File: src/rtl/register_file.sv
// register_file: parametrised multi-port register file with byte-strobed writes,
// combinational read ports, optional same-cycle write bypass, optional hardwired
// zero register and a per-register pending scoreboard for issue stalls.
//
// Ports:
//   clk              rising-edge clock
//   rst              synchronous, active-high reset (clears data and pending bits)
//   i_write_enable   write request this cycle
//   i_write_addr     destination register
//   i_write_data     write data
//   i_write_strobe   byte-lane enables, bit k covers bits [8k+7:8k]
//   i_reserve_enable mark a register pending (producer issued)
//   i_reserve_addr   register to mark pending
//   i_read_addr      port p address at [p*ADDR_W +: ADDR_W]
//   o_read_data      port p data at [p*DATA_WIDTH +: DATA_WIDTH]
//   o_read_pending   pending flag of each port's addressed register
module register_file #(
    parameter int unsigned DATA_WIDTH = 32,
    parameter int unsigned NUM_REG    = 32,
    parameter int unsigned NUM_READ   = 2,
    parameter int unsigned ZERO_REG   = 1,
    parameter int unsigned BYPASS     = 1,
    parameter int unsigned ADDR_W     = $clog2(NUM_REG)
) (
    input  logic                           clk,
    input  logic                           rst,
    input  logic                           i_write_enable,
    input  logic [ADDR_W-1:0]              i_write_addr,
    input  logic [DATA_WIDTH-1:0]          i_write_data,
    input  logic [DATA_WIDTH/8-1:0]        i_write_strobe,
    input  logic                           i_reserve_enable,
    input  logic [ADDR_W-1:0]              i_reserve_addr,
    input  logic [NUM_READ*ADDR_W-1:0]     i_read_addr,
    output logic [NUM_READ*DATA_WIDTH-1:0] o_read_data,
    output logic [NUM_READ-1:0]            o_read_pending
);

    localparam int unsigned NUM_LANES = DATA_WIDTH / 8;
    // NUM_REG needs one extra bit when it is an exact power of two.
    localparam logic [ADDR_W:0] NUM_REG_W = (ADDR_W + 1)'(NUM_REG);
    localparam bit HAS_ZERO = (ZERO_REG != 0);
    localparam bit HAS_BYPASS = (BYPASS != 0);

    // ------------------------------------------------------------------
    // Storage
    // ------------------------------------------------------------------
    logic [DATA_WIDTH-1:0] r_mem [NUM_REG];
    logic [NUM_REG-1:0]    r_pending;

    // ------------------------------------------------------------------
    // Request qualification
    // ------------------------------------------------------------------
    logic w_write_valid;
    logic w_reserve_valid;

    assign w_write_valid = i_write_enable
                         && ({1'b0, i_write_addr} < NUM_REG_W)
                         && !(HAS_ZERO && (i_write_addr == '0));

    assign w_reserve_valid = i_reserve_enable
                           && ({1'b0, i_reserve_addr} < NUM_REG_W)
                           && !(HAS_ZERO && (i_reserve_addr == '0));

    // Byte strobes expanded to a bit mask, shared by the write path and bypass.
    logic [DATA_WIDTH-1:0] w_strobe_mask;

    always_comb begin
        w_strobe_mask = '0;
        for (int k = 0; k < int'(NUM_LANES); k++) begin
            w_strobe_mask[8*k +: 8] = {8{i_write_strobe[k]}};
        end
    end

    // ------------------------------------------------------------------
    // Write decode and pending next-state
    // ------------------------------------------------------------------
    logic [NUM_LANES-1:0] w_lane_we [NUM_REG];
    logic [NUM_REG-1:0]   w_pending_next;

    always_comb begin
        w_pending_next = r_pending;
        for (int i = 0; i < int'(NUM_REG); i++) begin
            w_lane_we[i] = '0;
            if (w_write_valid && (i_write_addr == ADDR_W'(i))) begin
                w_lane_we[i]      = i_write_strobe;
                // Cleared even for an all-zero strobe: the producer has retired.
                w_pending_next[i] = 1'b0;
            end
        end
        // Applied after the clear so a same-cycle reserve of the written
        // register leaves the bit set: the new producer supersedes the old one.
        for (int i = 0; i < int'(NUM_REG); i++) begin
            if (w_reserve_valid && (i_reserve_addr == ADDR_W'(i))) begin
                w_pending_next[i] = 1'b1;
            end
        end
    end

    always_ff @(posedge clk) begin
        if (rst) begin
            for (int i = 0; i < int'(NUM_REG); i++) begin
                r_mem[i] <= '0;
            end
            r_pending <= '0;
        end else begin
            for (int i = 0; i < int'(NUM_REG); i++) begin
                for (int k = 0; k < int'(NUM_LANES); k++) begin
                    if (w_lane_we[i][k]) begin
                        r_mem[i][8*k +: 8] <= i_write_data[8*k +: 8];
                    end
                end
            end
            r_pending <= w_pending_next;
        end
    end

    // ------------------------------------------------------------------
    // Read ports
    // ------------------------------------------------------------------
    for (genvar p = 0; p < int'(NUM_READ); p++) begin : g_read
        logic [ADDR_W-1:0]     w_addr;
        logic [DATA_WIDTH-1:0] w_stored;
        logic                  w_stored_pend;
        logic                  w_addr_ok;
        logic                  w_hit;
        logic [DATA_WIDTH-1:0] w_merged;

        assign w_addr = i_read_addr[p*ADDR_W +: ADDR_W];

        // Mux by comparison so out-of-range addresses simply select nothing.
        always_comb begin
            w_stored      = '0;
            w_stored_pend = 1'b0;
            for (int i = 0; i < int'(NUM_REG); i++) begin
                if (w_addr == ADDR_W'(i)) begin
                    w_stored      = r_mem[i];
                    w_stored_pend = r_pending[i];
                end
            end
        end

        assign w_addr_ok = ({1'b0, w_addr} < NUM_REG_W) && !(HAS_ZERO && (w_addr == '0));

        // A valid write already excludes the zero register and out-of-range targets.
        assign w_hit = HAS_BYPASS && w_write_valid && (i_write_addr == w_addr);

        assign w_merged = w_hit ? ((w_stored & ~w_strobe_mask) | (i_write_data & w_strobe_mask))
                                : w_stored;

        assign o_read_data[p*DATA_WIDTH +: DATA_WIDTH] = w_addr_ok ? w_merged : '0;

        // Data for a forwarded write is already valid, so it no longer stalls.
        assign o_read_pending[p] = w_addr_ok && w_stored_pend && !w_hit;
    end

endmodule

File: config.mk
export PLATFORM = sky130hd
export DESIGN_NAME = register_file
export DESIGN_NICKNAME = d
export VERILOG_FILES = /design/src/rtl/register_file.sv
export SDC_FILE = /design/constraint.sdc
export NUM_CORES = 2
export LEC_CHECK = 0
export ABC_AREA = 1
export ABC_CLOCK_PERIOD_IN_PS = 2360
export BUFFER_PORTS_ARGS = -buffer_cell sky130_fd_sc_hd__buf_4
export CORE_ASPECT_RATIO = 0.9
export CORE_MARGIN = 1
export CORE_UTILIZATION = 30
export DETAILED_ROUTE_END_ITERATION = 7
export PLACE_DENSITY = 0.45
export SLEW_MARGIN = 5
export SYNTH_ARGS = -nofsm -noshare
export SYNTH_HDL_FRONTEND = slang
export SYNTH_SLANG_ARGS = --single-unit
export TNS_END_PERCENT = 30
File: constraint.sdc
create_clock -name clk -period 2.36 [get_ports clk]
set_input_delay 0 -clock clk [delete_from_list [all_inputs] [get_ports clk]]
set_output_delay 0 -clock clk [all_outputs]
set_load 0.05 [all_outputs]
==> reports/qor.yml <==
status: "finished with violations"
violations: "negative setup slack"
num_rows: 147
min_to: "r_pending[9]$_SDFFE_PP0P_"
drive_gt1_share_pct: 18.93
hold_depth: 7
drtIter0Drc: 6141
rrSetupSlack_ns: 1.13
nFillCells: 18149
r2r_start: "r_pending[16]$_SDFFE_PP0P_"
crit_family: "simple AND/OR/NAND/NOR gates"
crit_buf_inv: 3
use_met1_pct: 36.66
yosys.area.top_type: "edfxtp_1"
yosys_warnings: 0
worstSetupPathType: "register to output pin"
whs_ns: 0.07029
cap_violations: 0
hold_viol: 0
synth_enable_flop_cells: 1024
timing.setup.tns_ns: -92.05
hold_start: "i_write_enable"
cts_buffers: 131
cts_buffer_depth: 3
synth_cells: 6490
cp_max_fo: 2
cp.required_ns: 2.36
core_area_um2: 178800
syn_area_um2: 54150
powerDensity_nw_per_um2: 709.3
reg2reg_depth: 3
drt_first_pass_iters: 6
drc: 0
fin_crit_sh_pct: 172.1
pwr-share-clk_pct: 40.6
relSlewSlack_pct: 30.58
fin_crit_ns: 4.062
cts_tree: "yes"
path_cells: "nand4_1, nand3_1, nand2_1, nand4_1, nor2_2, nand4_1, nor2_1, nand4_1, nor2_1, nand4_1, nor2_2, buf_6, nand4_1, nor2_1, buf_4, nand4_1, nor2_2, nand4_1, nand2_2, a21oi_2, buf_6"
ys.flop_type: "edfxtp_1"
grt.overflow.total: 0
dieArea_um2: 182200
place_congestion: 0.9290
setup_viol: 66
dp_hpwl_mm: 182.8
track_usage_pct: 25.80
p_leak_nw: 27.40
dp_slack_ns: -1.407
ios: 126
wl_mm: 238.3
ys_ff_latch: 1056
initial_core_util_pct: 30.29
ir_drop_mv: 0.7574
fp.dieH_um: 405.0
grt_pass1_vias: 47361
yosysTopAreaCellShare_pct: 56.79
hold_class: "input port to register"
p_sw_share_pct: 28.35
power_frac_seq_pct: 45.6
tightestPinTransition_ns: 1.035
busiest_layer: "met2"
cp_slowest_stage_delay_ns: 0.39
syn_avg_cell_area_um2: 8.343
worstSkewPairLatency_ns: 0.77
clock_skew_ns: 0
drv_slew: 0
post_drt_via_cell_ratio: 5.135
final_antenna_net_count: 0
nNetsFinal: 7353
regArea_um2: 31390
r2r_end: "r_pending[16]$_SDFFE_PP0P_"
setup_slack_ns: -1.702
cts_sinks: 1056
critPathSlowestCell: "edfxtp_1"
combPwrFrac_pct: 13.8
grt_antenna_before_repair: 7
ys_async_sr_fraction_pct: 0
crit_top_cell: "nand4_1"
met3_usage_pct: 4.371
fmax_ghz: 0.2462
rsz0062_at_grt: "true"
via_count: 50209
critPathArrivalTime_ns: 4.06
final_cell_mix: "2004 x nand2_1, 1172 x nor2_1, 1024 x edfxtp_1, 776 x buf_4, 596 x inv_1"
clk_pin_slew_worst_paths_ns: 0.06
synth_area_leaders: "edfxtp_1 57%, nand2_1 14%, nor2_1 9.2%"
setup.worst_path.start_class: "register"
cp-end-kind: "output pin"
clock-root-buffer: "clkbuf_16"
numPortBuffers: 125
final_common_cell: "nand2_1"
synthDistinctLibCells: 34
power_mw: 49.24
htree_levels: 4
ys_seq_area_share_pct: 57.97
grt_pass1_wl_mm: 340.2
die_w_um: 449.8
use_met2_pct: 39.29
multi_input_area_um2: 19990
grt_max_degree: 43
syn2layout_area_growth_pct: 28.21
wl_per_cell_um: 24.37
intPower_mw: 35.28
switchingPower_mw: 13.96
==> per-layer routing <==
metal  share of wire [%]  wire, um
met4                 3.6      8616
met1                  45    106300
met2                  44    103700
met3                 8.3     19710
met5              0.0059        14
==> cell families (layout without fill, tap and decap cells) <==
logic type / Yosys count / count (layout) / synth area share, %
simple gates: 4088 / 4088 / 31.47
flops: 1056 / 1056 / 57.97
buf+inv: 952 / 1821 / 6.745
compound gates: 385 / 385 / 3.676
xor+xnor: 8 / 8 / 0.1294
other cells: 1 / 35 / 0.006926
==> power groups by stage <==
| stage | Sequential (mW) | Combinational [mW] | Clock [mW] |
|---|---|---|---|
| 4_1_cts | 22.4 | 6.63 | 20.3 |
| 3_5_place_dp | 22.8 | 6.40 | 0 |
| 2_1_floorplan | 22.6 | 3.20 | 0 |
| 6_report | 22.5 | 6.80 | 20.0 |
| 3_3_place_gp | 22.8 | 6.40 | 0 |
| 5_1_grt | 22.6 | 7.17 | 20.9 |
==> through the flow <==
step | util, % | cell area [um^2] | std cells
after floorplan | - | 54310 | 6521
after global placement | 35.81 | 64020 | 9492
after detailed placement | 35.81 | 64020 | 9492
after CTS | 38.67 | 69130 | 9774
after global routing | 38.83 | 69420 | 9774
final | 38.83 | 69420 | 9777
==> Yosys cell counts (8+ instances only) <==
library cell  number
xor2_1             8
nor2_2             8
nor2_1          1323
buf_1             34
o21ai_0          227
a21oi_1          131
nand2_1         2036
or2_0             10
dfxtp_1           32
or2_2             63
o21a_1            11
clkinv_1          28
inv_2             14
nand3_1          140
inv_1            601
buf_2             42
nand4_1          490
clkbuf_1         228
edfxtp_1        1024
==> state kept, by name, summed over array words and instances (netlist names) <==
register / flops
r_mem: 1024
r_pending: 32
==> area by class of cell <==
type                            count  share of cell area, %
Tap cell                         2384                  4.297
Sequential cell                  1056                  45.22
Timing Repair Buffer              948                  12.25
Clock buffer                      159                  4.994
Clock inverter                     71                 0.9588
Inverter                          643                  3.480
Multi-Input combinational cell   4513                  28.80
Antenna cell                        3                0.01081
==> worst max-delay path by stage <==
stage                           end  cells past startpoint  slack, ns                  startpoint
global placement    o_read_data[58]                     26      -1.48              i_read_addr[7]
global route         o_read_data[9]                     21      -1.95  r_mem[0][41]$_SDFFCE_PN0P_
CTS                  o_read_data[9]                     21      -1.81  r_mem[0][41]$_SDFFCE_PN0P_
detailed placement  o_read_data[15]                     27      -1.41              i_read_addr[2]
floorplan           o_read_data[39]                     12      -0.09              i_read_addr[9]
finish               o_read_data[9]                     21      -1.70  r_mem[0][41]$_SDFFCE_PN0P_
==> worst min-delay path: stages <==
cell and delay [ns]:
buf_4 0.15, o21ai_1 0.13, nor2_1 0.10, buf_4 0.21, nand2_1 0.09, nand2_1 0.06
a21oi_1 0.05
==> repair_timing <==
item                       in CTS  in global routing
pin swaps                      91                103
setup endpoints to repair      66                 66
cloned                          0                  0
hold buffers                   54                  0
hold endpoints to repair      457                  0
resized for setup             156                 85
setup buffers                   0                  0
Note: power is estimated with default switching activity, not from simulation.
